<file path="config.mk">
export PLATFORM = sky130hd
export DESIGN_NAME = cmatrix_pingpong_buffer
export DESIGN_NICKNAME = d
export VERILOG_FILES = /design/src/rtl/cmat_pkg.sv /design/src/rtl/cmat_bank.sv /design/src/rtl/cmatrix_pingpong_buffer.sv
export SDC_FILE = /design/constraint.sdc
export NUM_CORES = 1
export LEC_CHECK = 0
export CORE_MARGIN = 4
export CORE_UTILIZATION = 59
export DETAILED_ROUTE_END_ITERATION = 6
export HOLD_SLACK_MARGIN = 0.05
export PLACE_DENSITY = 0.8
export SYNTH_ARGS = -nofsm -noshare
export SYNTH_HDL_FRONTEND = slang
export SYNTH_SLANG_ARGS = --single-unit
</file>
<file path="constraint.sdc">
create_clock -name i_clk -period 10 [get_ports i_clk]
set_input_delay 2 -clock i_clk [delete_from_list [all_inputs] [get_ports i_clk]]
set_output_delay 2 -clock i_clk [all_outputs]
set_load 0.02 [all_outputs]
</file>
<file path="src/rtl/cmat_pkg.sv">
// Shared constants for the complex-matrix ping-pong buffer.
// PINGPONG_EN selects two banks; without it a single bank is used.
package cmat_pkg;

    localparam int CMAT_N     = 16;
    localparam int CMAT_ROWS  = 4;
    localparam int CMAT_COLS  = 2;
    localparam int CMAT_DEPTH = CMAT_ROWS * CMAT_COLS;
    localparam int CMAT_AW    = 3;

`ifdef PINGPONG_EN
    localparam int CMAT_NBANKS = 2;
`else
    localparam int CMAT_NBANKS = 1;
`endif

    function automatic logic [CMAT_AW-1:0] cmat_addr(input logic [1:0] row, input logic col);
        return {row, col};
    endfunction

endpackage

</file>
<file path="src/rtl/cmat_bank.sv">
// One matrix bank: 8-entry register file, synchronous write, asynchronous read.
module cmat_bank
    import cmat_pkg::*;
#(
    parameter int W = 2 * CMAT_N
) (
    input  logic               i_clk,
    input  logic               i_rst,
    input  logic               i_we,
    input  logic [CMAT_AW-1:0] i_waddr,
    input  logic [W-1:0]       i_wdata,
    input  logic [CMAT_AW-1:0] i_raddr,
    output logic [W-1:0]       o_rdata
);

    logic [W-1:0] r_mem [CMAT_DEPTH];

    always_ff @(posedge i_clk or posedge i_rst) begin
        if (i_rst) begin
            for (int i = 0; i < CMAT_DEPTH; i++) begin
                r_mem[i] <= '0;
            end
        end else if (i_we) begin
            r_mem[i_waddr] <= i_wdata;
        end
    end

    assign o_rdata = r_mem[i_raddr];

endmodule

</file>
<file path="src/rtl/cmatrix_pingpong_buffer.sv">
// Stores one 4x2 complex matrix per frame and serves zero-latency random reads.
// PINGPONG_EN: two banks (fill one while the other is read); undefined: one bank.
module cmatrix_pingpong_buffer
    import cmat_pkg::*;
#(
    parameter int N = CMAT_N
) (
    input  logic               i_clk,
    input  logic               i_rst,
    input  logic               i_wr_valid,
    output logic               o_wr_ready,
    input  logic [N-1:0]       i_wr_data_r,
    input  logic [N-1:0]       i_wr_data_i,
    input  logic               i_wr_last,
    output logic               o_rd_valid,
    input  logic [CMAT_AW-1:0] i_rd_addr,
    output logic [N-1:0]       o_rd_data_r,
    output logic [N-1:0]       o_rd_data_i,
    input  logic               i_rd_release,
    output logic               o_frame_err,
    output logic [1:0]         o_banks_full
);

    logic [CMAT_AW-1:0] r_wr_cnt;
    logic               r_frame_err;
    logic               w_accept;
    logic               w_frame_done;
    logic               w_release;
    logic [2*N-1:0]     w_wdata;
    logic [2*N-1:0]     w_rdata;

    assign w_accept     = i_wr_valid && o_wr_ready;
    assign w_frame_done = w_accept && (r_wr_cnt == CMAT_AW'(CMAT_DEPTH - 1));
    assign w_release    = i_rd_release && o_rd_valid;
    assign w_wdata      = {i_wr_data_r, i_wr_data_i};

`ifdef PINGPONG_EN
    logic [1:0]     r_full;
    logic           r_wr_bank;
    logic           r_rd_bank;
    logic [2*N-1:0] w_bank_rdata [2];

    for (genvar b = 0; b < 2; b++) begin : g_bank
        cmat_bank #(.W(2 * N)) u_bank (
            .i_clk   (i_clk),
            .i_rst   (i_rst),
            .i_we    (w_accept && (r_wr_bank == 1'(b))),
            .i_waddr (r_wr_cnt),
            .i_wdata (w_wdata),
            .i_raddr (i_rd_addr),
            .o_rdata (w_bank_rdata[b])
        );
    end

    assign w_rdata      = w_bank_rdata[r_rd_bank];
    assign o_wr_ready   = !r_full[r_wr_bank];
    assign o_rd_valid   = r_full[r_rd_bank];
    assign o_banks_full = {1'b0, r_full[0]} + {1'b0, r_full[1]};

    // Completion and release always target different banks, so both may land together.
    always_ff @(posedge i_clk or posedge i_rst) begin
        if (i_rst) begin
            r_full    <= 2'b00;
            r_wr_bank <= 1'b0;
            r_rd_bank <= 1'b0;
        end else begin
            if (w_frame_done) begin
                r_full[r_wr_bank] <= 1'b1;
                r_wr_bank         <= ~r_wr_bank;
            end
            if (w_release) begin
                r_full[r_rd_bank] <= 1'b0;
                r_rd_bank         <= ~r_rd_bank;
            end
        end
    end
`else
    logic r_full;

    cmat_bank #(.W(2 * N)) u_bank (
        .i_clk   (i_clk),
        .i_rst   (i_rst),
        .i_we    (w_accept),
        .i_waddr (r_wr_cnt),
        .i_wdata (w_wdata),
        .i_raddr (i_rd_addr),
        .o_rdata (w_rdata)
    );

    assign o_wr_ready   = !r_full;
    assign o_rd_valid   = r_full;
    assign o_banks_full = {1'b0, r_full};

    always_ff @(posedge i_clk or posedge i_rst) begin
        if (i_rst) begin
            r_full <= 1'b0;
        end else if (w_frame_done) begin
            r_full <= 1'b1;
        end else if (w_release) begin
            r_full <= 1'b0;
        end
    end
`endif

    assign o_rd_data_r = w_rdata[2*N-1:N];
    assign o_rd_data_i = w_rdata[N-1:0];
    assign o_frame_err = r_frame_err;

    // Frame boundary follows the counter alone; a misplaced last only raises the flag.
    always_ff @(posedge i_clk or posedge i_rst) begin
        if (i_rst) begin
            r_wr_cnt    <= '0;
            r_frame_err <= 1'b0;
        end else if (w_accept) begin
            r_wr_cnt <= r_wr_cnt + 1'b1;
            if (i_wr_last != (r_wr_cnt == CMAT_AW'(CMAT_DEPTH - 1))) begin
                r_frame_err <= 1'b1;
            end
        end
    end

endmodule

</file>
==> impl_metrics.env <==
export IMPL_syn_area_per_cell_um2=17.0
export IMPL_path_depth=5
export IMPL_p_sw_mw=1.21
export IMPL_reg2reg_slack_ns=7.48
export IMPL_drt_iter0_markers=263
export IMPL_grt_pass1_vias=7177
export IMPL_drc=0
export IMPL_multi_input_area_um2=4890
export IMPL_ff_latch_area_um2=6530
export IMPL_tightest_slew_ns=1.08
export IMPL_drive_gt1_share_pct=53.0
export IMPL_final_hold_viol_count=0
export IMPL_postCtsHoldBufs=0
export IMPL_cts_sinks=261
export IMPL_vias=6274
export IMPL_clock_skew_ns=0.00717
export IMPL_dp_hpwl_mm=14.4
export IMPL_ys_warn_count=0
export IMPL_yosysUniqueCellTypes=23
export IMPL_rsz0062_at_grt="false"
export IMPL_synth_top_family_by_area="multiplexers"
export IMPL_synthesis_area_um2=11700
export IMPL_clk_pin_slew_ns=0.05
export IMPL_synthMuxAreaShare_pct=40.3
export IMPL_cts_resized=0
export IMPL_die_w_um=149
export IMPL_tns_ns=0
export IMPL_n_antenna_cell=0
export IMPL_drt_wirelength_per_cell_um=23.2
export IMPL_crit_family="buffers and inverters"
export IMPL_crit_end="o_rd_data_r[10]"
export IMPL_maxCapViolations=0
export IMPL_fmax_mhz=152
export IMPL_hold_path_class="reg2reg"
export IMPL_powerDensity_nw_per_um2=318
export IMPL_crit_chain="buf_4 > buf_4 > mux4_2 > mux2_2 > clkdlybuf4s50_1"
export IMPL_fp_row_count=51
export IMPL_cpPeakStageDelay_ns=0.66
export IMPL_place_congestion=0.720
export IMPL_drtPass1Iterations=4
export IMPL_cp_arrival_ns=4.59
export IMPL_power_frac_clock_pct=22.5
export IMPL_period_minus_slack_ns=6.59
export IMPL_worstSetupPathType="in2out"
export IMPL_postCtsSetupBuffers=0
export IMPL_cell_internal_pwr_mw=3.07
export IMPL_yosys_area_share_simple_pct=0.826
export IMPL_root_buffer="clkbuf_16"
export IMPL_synth_adder_area_share_pct=0.214
export IMPL_cts_made_buffers=28
export IMPL_power_leakage_nw=5.61
export IMPL_clock_latency_ns=0.53
export IMPL_final_cell_mix="283 x mux2_2, 261 x dfrtp_1, 72 x clkdlybuf4s50_1"
export IMPL_io_pins=77
export IMPL_clockBufferDepth=3
export IMPL_initial_core_util_pct=60.0
export IMPL_gr_total_overflow=0
export IMPL_grt_max_degree=91
export IMPL_start_kind="input port"
export IMPL_synth_xor_area_share_pct=0.150
export IMPL_crit_reg2reg_launch="r_wr_cnt[1]"
export IMPL_netlist_instances=686
export IMPL_design_area_um2=13400
export IMPL_rr_worst_depth=4
export IMPL_die_h_um=149
export IMPL_regToRegEndpoint="u_bank.r_mem[116]"
export IMPL_syn2layout_area_growth_pct=15.2
export IMPL_seq_power_share_pct=43.8
export IMPL_cts_tree="yes"
export IMPL_cpMaxStageDelayCell="buf_4"
export IMPL_drt_antenna_violating_nets=0
export IMPL_synth_compound_area_share_pct=0.107
export IMPL_p_comb_share_pct=33.8
export IMPL_cts_htree_levels=1
export IMPL_crit_start="i_rd_addr[0]"
export IMPL_status="finished, final reports clean"
export IMPL_cp_num_buf_inv=3
export IMPL_grt_pass1_wl_mm=39.3
export IMPL_maxSlewHeadroom_pct=27.8
export IMPL_fp_dieArea_um2=22100
export IMPL_path_common_cell="buf_4"
export IMPL_finalCritPeriodShare_pct=65.9
export IMPL_end_kind="primary output"
export IMPL_syn_num_nets=728
export IMPL_power_total_mw=4.28
export IMPL_fillCellCount=1305
export IMPL_core_area_um2=19500
export IMPL_ir_drop_v=0.000244
export IMPL_port_buffers=75
export IMPL_ys_ff_latch=261
export IMPL_finalSetupViolations=0
export IMPL_drt_total_wl_mm=24.0
export IMPL_critPathMaxFanout=37
export IMPL_place_area_um2=12600
export IMPL_required_ns=8.00
export IMPL_layout_commonest_cell="mux2_2"
export IMPL_grt_antenna_before_repair=0
export IMPL_nets=795
export IMPL_seq_area_frac_synth_pct=56.0
export IMPL_switching_share_pct=28.4
export IMPL_grtUsageTotal_pct=22.7
export IMPL_post_drt_via_cell_ratio=6.06
export IMPL_final_max_slew_viol_count=0
-- Yosys cell counts --
master / instances / share of area (%)
nand3_1: 1 / 0.043
xor2_1: 2 / 0.15
mux2_1: 7 / 0.68
conb_1: 1 / 0.032
buf_2: 28 / 1.2
mux2_2: 283 / 27
nand3b_1: 3 / 0.19
inv_1: 2 / 0.064
buf_6: 1 / 0.096
buf_4: 12 / 0.77
nor2b_1: 1 / 0.054
clkbuf_1: 4 / 0.13
nor3b_2: 3 / 0.32
dfrtp_1: 261 / 56
nand2_1: 3 / 0.096
nor2_1: 2 / 0.064
ha_1: 2 / 0.21
and3_1: 1 / 0.054
mux4_2: 64 / 12
o21ai_0: 1 / 0.043
a21o_1: 1 / 0.064
buf_1: 2 / 0.064
clkbuf_2: 1 / 0.043
-- how the worst min path moves through the flow --
stage | start | to | slack [ns] | depth (start not counted)
final | o_frame_err | o_frame_err | 0.46 | 1
after floorplan | u_bank.r_mem[155] | u_bank.r_mem[155] | 0.45 | 1
after CTS | o_frame_err | o_frame_err | 0.47 | 1
after global placement | o_frame_err | o_frame_err | 0.45 | 1
after detailed placement | o_frame_err | o_frame_err | 0.46 | 1
after global routing | o_frame_err | o_frame_err | 0.50 | 1
-- routing by layer --
layer  vias to the layer above  global-route usage [%]  share of wire [%]
li1                       2695                       -                  -
met1                      3409                    30.8                 42
met2                       127                    39.2                 52
met3                        43                    3.50                3.5
met4                         0                    5.08                2.3
met5                         -                       0                  0
-- layout make-up --
cell class,count,area share [%]
timing repair buffer,85,6.07
clock buffer,42,6.21
multi-input combinational,375,36.4
clock inverter,5,0.214
sequential,261,48.6
tap,265,2.47
inverter,2,0.112
-- worst reg2reg max path, cell delays in order (launching register included) --
cell and delay, ns:
dfrtp_1 0.44, nor3b_2 0.32, nand3b_1 0.76, buf_4 0.57, mux2_2 0.33
-- kinds of logic (layout without fill, tap and decap cells) --
family                     after synthesis  after routing
DFF                                    261            261
other                                    1              1
muxes                                  354            354
adders and majority gates                2              2
buffers and inverters                   50            134
AOI/OAI and AO/OA                        2              2
xor gates and xnor gates                 2              2
and+or+nand+nor                         14             14
-- power by group through the flow --
stage / sequential (mW) / clock [mW] / combinational [mW]
CTS: 1.87 / 0.979 / 1.47
floorplan: 1.77 / 0 / 1.11
detailed placement: 1.88 / 0 / 1.45
finish: 1.87 / 0.962 / 1.45
global route: 1.93 / 1.03 / 1.55
global placement: 1.82 / 0 / 1.39
-- through the flow --
stage | std cells | worst slack [ns] | hold WS (ns) | util (%)
4_1_cts | 1035 | 3.36 | 0.469 | 69.1
3_5_place_dp | 988 | 3.37 | 0.456 | 64.7
5_1_grt | 1035 | 3.26 | 0.505 | 69.1
2_1_floorplan | 686 | 0.816 | 0.452 | -
3_3_place_gp | 988 | 3.40 | 0.448 | 64.7
6_report | 1035 | 3.41 | 0.463 | 69.1
-- flip-flops by register name, summed over array words and instances (netlist names) --
register and flops:
r_wr_cnt 3, o_frame_err 1, o_rd_valid 1, u_bank.r_mem 256
(Power assumes the default switching activity.)
